`src/rtl/pdm_capture_ctrl_pkg.sv`:
```
// ---------------------------------------------------------------------------
// pdm_ctrl_pkg
// Shared definitions for the PDM capture controller: host opcodes, status
// byte bit positions, FSM state and TX mode enumerations, and a helper that
// assembles the status byte.
// Optional feature macro: PDM_SAMPLE_COUNT_EN (adds the CMD_COUNT readout).
// ---------------------------------------------------------------------------
package pdm_ctrl_pkg;

  // Host command opcodes
  localparam logic [7:0] CMD_START  = 8'h01;
  localparam logic [7:0] CMD_STOP   = 8'h02;
  localparam logic [7:0] CMD_STATUS = 8'h03;
  localparam logic [7:0] CMD_CLRERR = 8'h05;
  localparam logic [7:0] CMD_COUNT  = 8'h06;

  // Status byte layout: {active, overflow, full, empty, 4'h0}
  localparam int ST_ACTIVE_BIT = 7;
  localparam int ST_OVF_BIT    = 6;
  localparam int ST_FULL_BIT   = 5;
  localparam int ST_EMPTY_BIT  = 4;

  typedef enum logic {
    W_IDLE,
    W_HI
  } wr_state_t;

  typedef enum logic [1:0] {
    R_IDLE,
    R_WAIT,
    R_LOAD
  } rd_state_t;

  // What the next SPI transfer carries
  typedef enum logic [1:0] {
    DATA,
    STATUS,
    CNT_LO,
    CNT_HI
  } tx_mode_t;

  function automatic logic [7:0] status_byte(input logic active,
                                             input logic ovf,
                                             input logic full,
                                             input logic empty);
    logic [7:0] s;
    s                = '0;
    s[ST_ACTIVE_BIT] = active;
    s[ST_OVF_BIT]    = ovf;
    s[ST_FULL_BIT]   = full;
    s[ST_EMPTY_BIT]  = empty;
    return s;
  endfunction

endpackage

```
`src/rtl/pdm_capture_ctrl_if.sv`:
```
// ---------------------------------------------------------------------------
// pdm_capture_ctrl_if
// Bundles the PCM input, SPI slave handshake and TX FIFO signals seen by the
// capture controller.
//   master : the controller (drives FIFO strobes, SPI TX byte, status flags)
//   slave  : the surrounding PCM source, SPI slave and FIFO
// Signals:
//   pcm_valid/pcm_data            PCM sample strobe and 16-bit sample
//   spi_rx_valid/spi_rx_data      host command byte strobe and value
//   spi_xfer_start                start-of-transfer pulse
//   spi_tx_data/spi_tx_valid      preload byte and its load strobe
//   fifo_full/fifo_empty          FIFO flags
//   fifo_rd_data                  FIFO read data (1 cycle after fifo_rd_en)
//   fifo_wr_en/fifo_wr_data       FIFO write port
//   fifo_rd_en                    FIFO read strobe
//   capture_active/overflow       controller status outputs
// ---------------------------------------------------------------------------
interface pdm_capture_ctrl_if;

  logic        pcm_valid;
  logic [15:0] pcm_data;
  logic        spi_rx_valid;
  logic [7:0]  spi_rx_data;
  logic        spi_xfer_start;
  logic [7:0]  spi_tx_data;
  logic        spi_tx_valid;
  logic        fifo_full;
  logic        fifo_empty;
  logic [7:0]  fifo_rd_data;
  logic        fifo_wr_en;
  logic [7:0]  fifo_wr_data;
  logic        fifo_rd_en;
  logic        capture_active;
  logic        overflow;

  modport master (
    input  pcm_valid, pcm_data, spi_rx_valid, spi_rx_data, spi_xfer_start,
           fifo_full, fifo_empty, fifo_rd_data,
    output spi_tx_data, spi_tx_valid, fifo_wr_en, fifo_wr_data, fifo_rd_en,
           capture_active, overflow
  );

  modport slave (
    output pcm_valid, pcm_data, spi_rx_valid, spi_rx_data, spi_xfer_start,
           fifo_full, fifo_empty, fifo_rd_data,
    input  spi_tx_data, spi_tx_valid, fifo_wr_en, fifo_wr_data, fifo_rd_en,
           capture_active, overflow
  );

endinterface

```
`src/rtl/pdm_capture_ctrl_pcm_byte_writer.sv`:
```
// ---------------------------------------------------------------------------
// pcm_byte_writer
// Splits accepted PCM samples into FIFO bytes (low byte first when
// SAMPLE_BYTES=2, high byte only when SAMPLE_BYTES=1) and keeps the sticky
// overflow flag for every byte or sample that had to be dropped.
// Ports:
//   clk, rst           clock, asynchronous active-high reset
//   pcm_valid_i/data_i PCM sample strobe and value
//   capture_active_i   gate for new samples
//   fifo_full_i        FIFO full flag
//   clr_ovf_i          clears overflow (a concurrent drop still sets it)
//   fifo_wr_en_o/data_o registered FIFO write port
//   overflow_o         sticky drop flag
//   sample_acc_o       one-cycle pulse per accepted sample
//                      (only with PDM_SAMPLE_COUNT_EN)
// ---------------------------------------------------------------------------
module pcm_byte_writer
  import pdm_ctrl_pkg::*;
#(
  parameter int SAMPLE_BYTES = 2
) (
  input  logic        clk,
  input  logic        rst,
  input  logic        pcm_valid_i,
  input  logic [15:0] pcm_data_i,
  input  logic        capture_active_i,
  input  logic        fifo_full_i,
  input  logic        clr_ovf_i,
  output logic        fifo_wr_en_o,
  output logic [7:0]  fifo_wr_data_o,
`ifdef PDM_SAMPLE_COUNT_EN
  output logic        sample_acc_o,
`endif
  output logic        overflow_o
);

  wr_state_t  state_q;
  logic       wr_en_q;
  logic [7:0] wr_data_q;
  logic [7:0] hi_byte_q;
  logic       ovf_q;
`ifdef PDM_SAMPLE_COUNT_EN
  logic       acc_q;
`endif

  // NOTE: state is updated with non-blocking assignments only, so every
  // read in this block sees the value from before the clock edge.
  always_ff @(posedge clk or posedge rst) begin
    if (rst) begin
      state_q   <= W_IDLE;
      wr_en_q   <= 1'b0;
      wr_data_q <= '0;
      hi_byte_q <= '0;
      ovf_q     <= 1'b0;
`ifdef PDM_SAMPLE_COUNT_EN
      acc_q     <= 1'b0;
`endif
    end else begin
      wr_en_q <= 1'b0;
`ifdef PDM_SAMPLE_COUNT_EN
      acc_q   <= 1'b0;
`endif
      // Clear first so that a drop in the same cycle wins below.
      if (clr_ovf_i) ovf_q <= 1'b0;

      case (state_q)
        W_IDLE: begin
          if (pcm_valid_i && capture_active_i) begin
            if (!fifo_full_i) begin
              wr_en_q   <= 1'b1;
              wr_data_q <= (SAMPLE_BYTES == 2) ? pcm_data_i[7:0] : pcm_data_i[15:8];
              hi_byte_q <= pcm_data_i[15:8];
`ifdef PDM_SAMPLE_COUNT_EN
              acc_q     <= 1'b1;
`endif
              if (SAMPLE_BYTES == 2) state_q <= W_HI;
            end else begin
              ovf_q <= 1'b1;
            end
          end
        end
        W_HI: begin
          // The high byte is completed even if capture was stopped meanwhile.
          if (!fifo_full_i) begin
            wr_en_q   <= 1'b1;
            wr_data_q <= hi_byte_q;
          end else begin
            ovf_q <= 1'b1;
          end
          // No room to start another sample while finishing this one.
          if (pcm_valid_i) ovf_q <= 1'b1;
          state_q <= W_IDLE;
        end
        default: state_q <= W_IDLE;
      endcase
    end
  end

  assign fifo_wr_en_o   = wr_en_q;
  assign fifo_wr_data_o = wr_data_q;
  assign overflow_o     = ovf_q;
`ifdef PDM_SAMPLE_COUNT_EN
  assign sample_acc_o   = acc_q;
`endif

endmodule

```
`src/rtl/pdm_capture_ctrl.sv`:
```
// ---------------------------------------------------------------------------
// pdm_capture_ctrl
// Command-driven glue between the PCM decimator output, the byte-wide TX
// FIFO and the SPI slave. Decodes host opcodes, gates capture into the FIFO
// through pcm_byte_writer, and preloads every SPI transfer with a FIFO data
// byte, the empty fill byte, or a status/count byte.
// Parameters:
//   SAMPLE_BYTES  bytes written per PCM sample (1 or 2)
//   EMPTY_FILL    TX byte used when the FIFO is empty in DATA mode
//   AUTOSTART     capture_active value after reset
// Ports:
//   clk, rst      clock, asynchronous active-high reset
//   bus           pdm_capture_ctrl_if.master (PCM, SPI and FIFO signals)
// Optional feature macro: PDM_SAMPLE_COUNT_EN adds a saturating accepted
// sample counter read out by CMD_COUNT as two transfers (low, then high).
// ---------------------------------------------------------------------------
module pdm_capture_ctrl
  import pdm_ctrl_pkg::*;
#(
  parameter int         SAMPLE_BYTES = 2,
  parameter logic [7:0] EMPTY_FILL   = 8'h00,
  parameter bit         AUTOSTART    = 1'b0
) (
  input logic              clk,
  input logic              rst,
  pdm_capture_ctrl_if.master bus
);

  // Command decode (registered effects appear the cycle after spi_rx_valid)
  logic cmd_start, cmd_stop, cmd_status, cmd_clrerr;
  assign cmd_start  = bus.spi_rx_valid && (bus.spi_rx_data == CMD_START);
  assign cmd_stop   = bus.spi_rx_valid && (bus.spi_rx_data == CMD_STOP);
  assign cmd_status = bus.spi_rx_valid && (bus.spi_rx_data == CMD_STATUS);
  assign cmd_clrerr = bus.spi_rx_valid && (bus.spi_rx_data == CMD_CLRERR);

  logic       active_q;
  tx_mode_t   mode_q;
  rd_state_t  rd_state_q;
  logic [7:0] tx_data_q;
  logic       tx_valid_q;
  logic       rd_en_q;

  logic       wr_en;
  logic [7:0] wr_data;
  logic       overflow;

`ifdef PDM_SAMPLE_COUNT_EN
  logic        cmd_count;
  logic        sample_acc;
  logic [15:0] sample_cnt_q;
  logic [15:0] sample_cnt_d;
  logic [15:0] cnt_snap_q;

  assign cmd_count = bus.spi_rx_valid && (bus.spi_rx_data == CMD_COUNT);
`endif

  pcm_byte_writer #(
    .SAMPLE_BYTES(SAMPLE_BYTES)
  ) u_writer (
    .clk             (clk),
    .rst             (rst),
    .pcm_valid_i     (bus.pcm_valid),
    .pcm_data_i      (bus.pcm_data),
    .capture_active_i(active_q),
    .fifo_full_i     (bus.fifo_full),
    .clr_ovf_i       (cmd_clrerr),
    .fifo_wr_en_o    (wr_en),
    .fifo_wr_data_o  (wr_data),
`ifdef PDM_SAMPLE_COUNT_EN
    .sample_acc_o    (sample_acc),
`endif
    .overflow_o      (overflow)
  );

`ifdef PDM_SAMPLE_COUNT_EN
  // NOTE: every variable assigned in always_comb gets a default first, so
  // no path can leave it unassigned and infer a latch.
  always_comb begin
    sample_cnt_d = sample_cnt_q;
    if (cmd_start && !active_q) begin
      // Restart counting only when capture actually starts.
      sample_cnt_d = '0;
    end else if (sample_acc && (sample_cnt_q != 16'hFFFF)) begin
      sample_cnt_d = sample_cnt_q + 16'd1;
    end
  end

  always_ff @(posedge clk or posedge rst) begin
    if (rst) sample_cnt_q <= '0;
    else     sample_cnt_q <= sample_cnt_d;
  end
`endif

  // Read scheduler and command decoder share mode_q, so they live in one
  // block. The command is applied after the transfer logic: a transfer that
  // starts together with a command still uses the old mode.
  always_ff @(posedge clk or posedge rst) begin
    if (rst) begin
      active_q   <= AUTOSTART;
      mode_q     <= DATA;
      rd_state_q <= R_IDLE;
      tx_data_q  <= '0;
      tx_valid_q <= 1'b0;
      rd_en_q    <= 1'b0;
`ifdef PDM_SAMPLE_COUNT_EN
      cnt_snap_q <= '0;
`endif
    end else begin
      tx_valid_q <= 1'b0;
      rd_en_q    <= 1'b0;

      case (rd_state_q)
        R_IDLE: begin
          if (bus.spi_xfer_start) begin
            if (mode_q == STATUS) begin
              tx_data_q  <= status_byte(active_q, overflow, bus.fifo_full, bus.fifo_empty);
              tx_valid_q <= 1'b1;
              mode_q     <= DATA;
            end
`ifdef PDM_SAMPLE_COUNT_EN
            else if (mode_q == CNT_LO) begin
              tx_data_q  <= cnt_snap_q[7:0];
              tx_valid_q <= 1'b1;
              mode_q     <= CNT_HI;
            end else if (mode_q == CNT_HI) begin
              tx_data_q  <= cnt_snap_q[15:8];
              tx_valid_q <= 1'b1;
              mode_q     <= DATA;
            end
`endif
            else if (bus.fifo_empty) begin
              tx_data_q  <= EMPTY_FILL;
              tx_valid_q <= 1'b1;
            end else begin
              rd_en_q    <= 1'b1;
              rd_state_q <= R_WAIT;
            end
          end
        end
        // FIFO is sampling rd_en this cycle; its data is valid in R_LOAD.
        R_WAIT: rd_state_q <= R_LOAD;
        R_LOAD: begin
          tx_data_q  <= bus.fifo_rd_data;
          tx_valid_q <= 1'b1;
          rd_state_q <= R_IDLE;
        end
        default: rd_state_q <= R_IDLE;
      endcase

      if (cmd_start)  active_q <= 1'b1;
      if (cmd_stop)   active_q <= 1'b0;
      if (cmd_status) mode_q   <= STATUS;
`ifdef PDM_SAMPLE_COUNT_EN
      if (cmd_count) begin
        cnt_snap_q <= sample_cnt_q;
        mode_q     <= CNT_LO;
      end
`endif
    end
  end

  assign bus.spi_tx_data    = tx_data_q;
  assign bus.spi_tx_valid   = tx_valid_q;
  assign bus.fifo_rd_en     = rd_en_q;
  assign bus.fifo_wr_en     = wr_en;
  assign bus.fifo_wr_data   = wr_data;
  assign bus.capture_active = active_q;
  assign bus.overflow       = overflow;

endmodule
```
`src/flat_wrapper.sv`:
```
// flat-port wrapper written by rule: the top's interface ports become plain ports
module pdm_capture_ctrl_flat import pdm_ctrl_pkg::*;
#(
  parameter int         SAMPLE_BYTES = 2,
  parameter logic [7:0] EMPTY_FILL   = 8'h00,
  parameter bit         AUTOSTART    = 1'b0
)
  (clk, rst, bus_pcm_valid, bus_pcm_data, bus_spi_rx_valid, bus_spi_rx_data, bus_spi_xfer_start, bus_fifo_full, bus_fifo_empty, bus_fifo_rd_data, bus_spi_tx_data, bus_spi_tx_valid, bus_fifo_wr_en, bus_fifo_wr_data, bus_fifo_rd_en, bus_capture_active, bus_overflow);
  pdm_capture_ctrl_if bus_i ();
  input logic clk;
  input logic rst;
  input wire logic [$bits(bus_i.pcm_valid)-1:0] bus_pcm_valid;
  input wire logic [$bits(bus_i.pcm_data)-1:0] bus_pcm_data;
  input wire logic [$bits(bus_i.spi_rx_valid)-1:0] bus_spi_rx_valid;
  input wire logic [$bits(bus_i.spi_rx_data)-1:0] bus_spi_rx_data;
  input wire logic [$bits(bus_i.spi_xfer_start)-1:0] bus_spi_xfer_start;
  input wire logic [$bits(bus_i.fifo_full)-1:0] bus_fifo_full;
  input wire logic [$bits(bus_i.fifo_empty)-1:0] bus_fifo_empty;
  input wire logic [$bits(bus_i.fifo_rd_data)-1:0] bus_fifo_rd_data;
  output wire logic [$bits(bus_i.spi_tx_data)-1:0] bus_spi_tx_data;
  output wire logic [$bits(bus_i.spi_tx_valid)-1:0] bus_spi_tx_valid;
  output wire logic [$bits(bus_i.fifo_wr_en)-1:0] bus_fifo_wr_en;
  output wire logic [$bits(bus_i.fifo_wr_data)-1:0] bus_fifo_wr_data;
  output wire logic [$bits(bus_i.fifo_rd_en)-1:0] bus_fifo_rd_en;
  output wire logic [$bits(bus_i.capture_active)-1:0] bus_capture_active;
  output wire logic [$bits(bus_i.overflow)-1:0] bus_overflow;
  assign bus_i.pcm_valid = bus_pcm_valid;
  assign bus_i.pcm_data = bus_pcm_data;
  assign bus_i.spi_rx_valid = bus_spi_rx_valid;
  assign bus_i.spi_rx_data = bus_spi_rx_data;
  assign bus_i.spi_xfer_start = bus_spi_xfer_start;
  assign bus_i.fifo_full = bus_fifo_full;
  assign bus_i.fifo_empty = bus_fifo_empty;
  assign bus_i.fifo_rd_data = bus_fifo_rd_data;
  assign bus_spi_tx_data = bus_i.spi_tx_data;
  assign bus_spi_tx_valid = bus_i.spi_tx_valid;
  assign bus_fifo_wr_en = bus_i.fifo_wr_en;
  assign bus_fifo_wr_data = bus_i.fifo_wr_data;
  assign bus_fifo_rd_en = bus_i.fifo_rd_en;
  assign bus_capture_active = bus_i.capture_active;
  assign bus_overflow = bus_i.overflow;
  pdm_capture_ctrl #(.SAMPLE_BYTES(SAMPLE_BYTES), .EMPTY_FILL(EMPTY_FILL), .AUTOSTART(AUTOSTART)) u_core (.clk(clk), .rst(rst), .bus(bus_i));
endmodule
```
`config.mk`:
```
export PLATFORM = sky130hd
export DESIGN_NAME = pdm_capture_ctrl_flat
export DESIGN_NICKNAME = d
export VERILOG_FILES = /design/src/rtl/pdm_capture_ctrl_pkg.sv /design/src/rtl/pdm_capture_ctrl_if.sv /design/src/rtl/pdm_capture_ctrl_pcm_byte_writer.sv /design/src/rtl/pdm_capture_ctrl.sv /design/src/flat_wrapper.sv
export SDC_FILE = /design/constraint.sdc
export NUM_CORES = 1
export LEC_CHECK = 0
export CORE_MARGIN = 8
export CORE_UTILIZATION = 30
export DETAILED_ROUTE_END_ITERATION = 8
export HOLD_SLACK_MARGIN = 0.1
export MAX_ROUTING_LAYER = met4
export PLACE_DENSITY = 0.68
export SETUP_SLACK_MARGIN = 0.02
export SLEW_MARGIN = 20
export SYNTH_ARGS = -nofsm -noshare
export SYNTH_HDL_FRONTEND = slang
export SYNTH_SLANG_ARGS = --single-unit
export TNS_END_PERCENT = 10
```
`constraint.sdc`:
```
create_clock -name clk -period 4.23 [get_ports clk]
set_clock_uncertainty 0.05 [all_clocks]
set_input_delay 0.846 -clock clk [delete_from_list [all_inputs] [get_ports clk]]
set_output_delay 0.846 -clock clk [all_outputs]
set_load 0.03 [all_outputs]
```
After elaboration in Yosys (flattened, before gate mapping)
Index checks and enable logic that the tools add are counted.

storage, ports and cells
  bits in registers = 34
  input bits = 39
  word-level logic and storage cells = 78

cells by class
  equality and inequality tests = 14
  mux-type cells = 35
  bitwise operators = 2
  reduce and logical (&&, ||, !) cells = 16

operators by type and width
  cell                  number
  $mux W8               6
  $pmux W8 S2           2
  $eq A8 B2 Y1 const B  2
  $mux W1               15
  $reduce_and A3 Y1     5
  $mux W2               7
  $ne A2 B2 Y1 const B  6
  $reduce_bool A2 Y1    5
  $eq A8 B1 Y1 const B  1
  $eq A8 B3 Y1 const B  1
  $pmux W1 S2           4
  $logic_and A1 B1 Y1   5
  $eq A2 B1 Y1 const B  2
  $pmux W2 S2           1
  $ne A3 B2 Y1 const B  1
  $eq A2 B2 Y1 const B  1
  $logic_not A2 Y1      1
  $not A1 Y1            2

Depth between registers and ports, before layout
  depth in word-level cells = 6
  mapped depth = 5
  gate-level depth less buffers = 4

Modules after synthesis
Synthesis repeated with hierarchy kept, for this count alone.

second synthesis, totals
  cell total of the unflattened synthesis = 107
  area, all modules = 1,473.9 um^2

modules (own cells, without submodules)
  module            instances  area each (um^2)  cells each
  pcm_byte_writer   1          820.8             53
  pdm_capture_ctrl  1          653.1             54

Worst setup path after synthesis
OpenSTA, ideal clock, no wires.

  kind = input port to flip-flop
  start = input bus_spi_rx_data[3]
  end = register u_core.u_writer.ovf_q (netlist: u_core.u_writer.overflow_o)
  cell stages on the path = 3
  data arrival time = 1.611 ns
  required time = 4.054 ns
  setup slack = 2.443 ns
  setup time = 0.126 ns
  path through = nor4_2 -> nand4_1 -> a221o_1

on the way
  word-level cells in the longest chain between the ends = 6
  elaborated cells between the ends (all ways) = 7
  those cells by class = 1 x eq/ne; 5 x mux; 1 x reduce/logical

ends and longest elaborated chain
  element                     RTL line                                                                        source
  from (decl)                 flat_wrapper.sv:15                                                              input wire logic [$bits(bus_i.spi_rx_data)-1:0] bus_spi_rx_data;
  $eq A8 B3 Y1 *              pdm_capture_ctrl.sv:34                                                          assign cmd_clrerr = bus.spi_rx_valid && (bus.spi_rx_data == CMD_CLRERR);
  $logic_and A1 B1 Y1 *       pdm_capture_ctrl.sv:34
  $mux W1 *                   pdm_capture_ctrl_pcm_byte_writer.sv:64                                          if (clr_ovf_i) ovf_q <= 1'b0;
  $mux W1                     pdm_capture_ctrl_pcm_byte_writer.sv:69, pdm_capture_ctrl_pcm_byte_writer.sv:84
  $mux W1 (on tied branches)  pdm_capture_ctrl_pcm_byte_writer.sv:91, pdm_capture_ctrl_pcm_byte_writer.sv:68
  $pmux W1 S2 *               pdm_capture_ctrl_pcm_byte_writer.sv:66                                          case (state_q)
  to (signal assigned)        pdm_capture_ctrl_pcm_byte_writer.sv:64
  to (signal assigned)        pdm_capture_ctrl_pcm_byte_writer.sv:88                                          ovf_q <= 1'b1;
  to (signal assigned)        pdm_capture_ctrl_pcm_byte_writer.sv:91                                          if (pcm_valid_i) ovf_q <= 1'b1;
  to (decl)                   pdm_capture_ctrl_pcm_byte_writer.sv:41                                          logic ovf_q;

Every way passes the cells marked *; elsewhere a longest branch is shown, timed or not.
A chain may end at the register's enable or synchronous reset.

Final worst setup path
  start = register u_core.active_q (netlist: u_core.bus.capture_active)
  end = output bus_capture_active

RTL lines
  element                 RTL line                 source
  from (decl)             pdm_capture_ctrl.sv:36   logic active_q;
  from (signal assigned)  pdm_capture_ctrl.sv:99   active_q <= AUTOSTART;
  from (signal assigned)  pdm_capture_ctrl.sv:150  if (cmd_start) active_q <= 1'b1;
  from (signal assigned)  pdm_capture_ctrl.sv:151  if (cmd_stop) active_q <= 1'b0;
  to (decl)               flat_wrapper.sv:25       output wire logic [$bits(bus_i.capture_active)-1:0] bus_capture_active;

No word-level cell between the ends.

==> out/metrics.cfg <==
[yosys]
synth.most_common_cell = dfrtp_1
synth-edff-count = 0
async_reset_ff_frac = 1.000
syn_nets = 147
netlist_area_um2 = 1478
yosysSeqAreaShare = 0.5588
synth_top_cell_area_share = 0.5588
yosys-top-cells-count = 33 x dfrtp_1, 24 x mux2_2, 6 x nand2_1, 5 x nor2b_1
avgSynthCellArea_um2 = 13.68
ys.flop_type = dfrtp_1
synth-seq-cells = 33
syn_inst = 108
synth_top_area_cell = dfrtp_1
synth_cell_types = 26
synth_area_leaders = dfrtp_1 56%, mux2_2 18%, mux2_4 4.1%, a22o_1 2.4%, nor2b_1 2.1%
yosys_warnings = 0

[power]
comb_power_share = 0.281
power.switching_mw = 0.2470
peakVddDrop_uv = 202.7
seqPwrFrac = 0.457
power.internal_mw = 0.6023
power.leakage_nw = 0.9012
clockPowerShare = 0.262
switching_share = 0.2908
p_per_area_nw_per_um2 = 383.5

[worst_setup_path]
critPathMaxFanout = 6
cpMaxStageDelayCell = clkdlybuf4s50_1
path_delay_family = buffers and inverters
end_kind = output pin
crit_path_cell_trace = clkdlybuf4s50_1
max_stage_delay_ns = 0.72
crit_buf_inv = 1
cp.required_ns = 3.33
worstPathArrival_ns = 1.46
critPathKind = reg -> out
startpoint_type = flip-flop

[timing]
setup_violations = 0
tns_ns = 0
max_slew_margin = 0.5309
tightest_slew_ns = 0.7028
setup_ws_ns = 1.874
finalMaxSlewViolations = 0
hold_violations = 0
fin_crit_sh = 0.5570
min_period_ns = 2.356
rsz0062_at_grt = no
max_freq_mhz = 424.5

[detailed_routing]
vias = 1073
routed-wl-met2_um = 1876
remaining_drc_errors = 0
drt_iter0_markers = 40
met3_wirelength_um = 286
antenna_left = 0
viasPerCell = 4.471
routed_wl_um = 3858
firstDrtPassIters = 4
wl_met1_um = 1657
wire_per_inst_um = 16.08
top_layer_used = met4

[floorplanning]
io_pins = 60
start_util = 0.3128
die_h_um = 86.18
fp-row-count = 25
die_w_um = 86.18
dieArea_um2 = 7427
coreArea_um2 = 4723

[cts]
tritoncts = built
cts_made_buffers = 5
clock-sinks = 33
htree_levels = 2
clk_pin_slew_ns = 0.07
postCtsSetupBuffers = 0
hold_buffers = 0
cts_resized = 0
cts_buffer_depth = 2
clkLatencyLatePin_ns = 0.28
cts_root_buf = clkbuf_8

[finish]
final.fill_count = 424
antenna_cells = 0
drive_gt1_frac = 0.2370
final-seq-area_um2 = 825.8
area_growth_syn_to_layout_pct = 49.87
nNetsFinal = 211
multi_input_area_um2 = 606.8

[global_routing]
grt_usage = 0.1121
antenna_found_initial = 0
grt_first_pass_wirelength_um = 6223
first_global_vias = 1198
grt_max_degree = 20
grt_overflow = 0

[placement]
dp_slack_ns = 1.799
hpwl_um = 2993
place.gp.congestion = 0.8431
port_buffers = 59

[worst_hold_path]
hold_class = reg -> reg

[status]
outcome = finished, final reports clean

[run]
cap_violations = 0

[final timing paths]
kind,from,endpoint,slack [ns],depth (start not counted)
setup / recovery,u_core.bus.capture_active$_DFFE_PP0P_,bus_capture_active,1.87,1
hold / removal,u_core.u_writer.hi_byte_q[0]$_DFFE_PP0P_,u_core.u_writer.hi_byte_q[0]$_DFFE_PP0P_,0.46,1
setup reg to reg,u_core.u_writer.state_q$_DFF_PP0_,u_core.u_writer.fifo_wr_data_o[2]$_DFFE_PP0P_,2.47,3
hold reg to reg,u_core.u_writer.hi_byte_q[0]$_DFFE_PP0P_,u_core.u_writer.hi_byte_q[0]$_DFFE_PP0P_,0.46,1
max in group asynchronous,rst,u_core.rd_state_q[1]$_DFFE_PP0P_,2.53,3
min in group asynchronous,rst,u_core.u_writer.fifo_wr_data_o[2]$_DFFE_PP0P_,0.93,2
[flip-flops by register name (all words and copies together) (netlist names)]
| signal | flops |
|---|---|
| u_core.bus.spi_tx_valid | 1 |
| u_core.bus.capture_active | 1 |
| u_core.u_writer.hi_byte_q | 8 |
| u_core.bus.spi_tx_data | 8 |
| u_core.u_writer.fifo_wr_data_o | 8 |
| u_core.u_writer.state_q | 1 |
| u_core.mode_q | 1 |
| u_core.bus.fifo_rd_en | 1 |
| u_core.rd_state_q | 2 |
| u_core.u_writer.overflow_o | 1 |
| u_core.u_writer.fifo_wr_en_o | 1 |
[stage by stage]
| step | instances | hold WS [ns] | total power [mW] | area (um^2) | utilization |
|---|---|---|---|---|---|
| 6_report | 240 | 0.4568 | 0.8493 | 2215 | 0.4689 |
| 5_1_grt | 240 | 0.4736 | 0.8963 | 2215 | 0.4689 |
| 4_1_cts | 240 | 0.4604 | 0.8637 | 2215 | 0.4689 |
| 3_5_place_dp | 232 | 0.4419 | 0.6347 | 2132 | 0.4514 |
| 3_3_place_gp | 232 | 0.4369 | 0.6290 | 2132 | 0.4514 |
| 2_1_floorplan | 108 | 0.4250 | 0.5196 | 1478 | - |
[worst register-to-register path, cell delays in order, from the launching register on]
cell	delay, ns
dfrtp_1	0.65
a21oi_1	0.13
nor2_2	0.42
mux2_2	0.40
[cell families (layout without fill, tap and decap cells)]
kind of cell,after synthesis,count (layout),synth area share
flops,33,33,0.5588
compound gates,15,15,0.08298
buf+inv,7,72,0.03048
mux,28,28,0.2235
simple gates,25,25,0.1042
[power by group through the flow]
stage	registers, mW	logic, mW	clock network, mW
2_1_floorplan	0.444	0.0756	0
3_3_place_gp	0.391	0.238	0
3_5_place_dp	0.394	0.241	0
4_1_cts	0.389	0.243	0.232
5_1_grt	0.395	0.254	0.247
6_report	0.388	0.239	0.222
[area by class of cell]
type	instances	area share
Clock buffer	6	0.03277
Clock inverter	2	0.004520
Inverter	4	0.007910
Multi-Input combinational cell	68	0.2740
Sequential cell	33	0.3729
Tap cell	67	0.03785
Timing Repair Buffer	60	0.2701
[per-layer routing]
| layer | vias to the layer above | global-route usage |
|---|---|---|
| met5 | - | - |
| met4 | 0 | 0.04225 |
| met3 | 5 | 0.03875 |
| met2 | 44 | 0.1791 |
| met1 | 503 | 0.1271 |
| li1 | 521 | - |
[layout by cell type (no fill, tap or decap), drive strengths merged]
cell type      count
clkdlybuf4s50     59
dfrtp             33
mux2              28
nand2              6
clkbuf             6
nor2b              5
nand3b             4
a22o               4
inv                4
o21ai              4
nor2               3
nor3               3
nand4              2
o2bb2ai            2
clkinv             2
a21oi              1
nor4               1
o21a               1
o21bai             1
a221o              1
nand3              1
a41oi              1
buf                1
(Power assumes the default switching activity.)
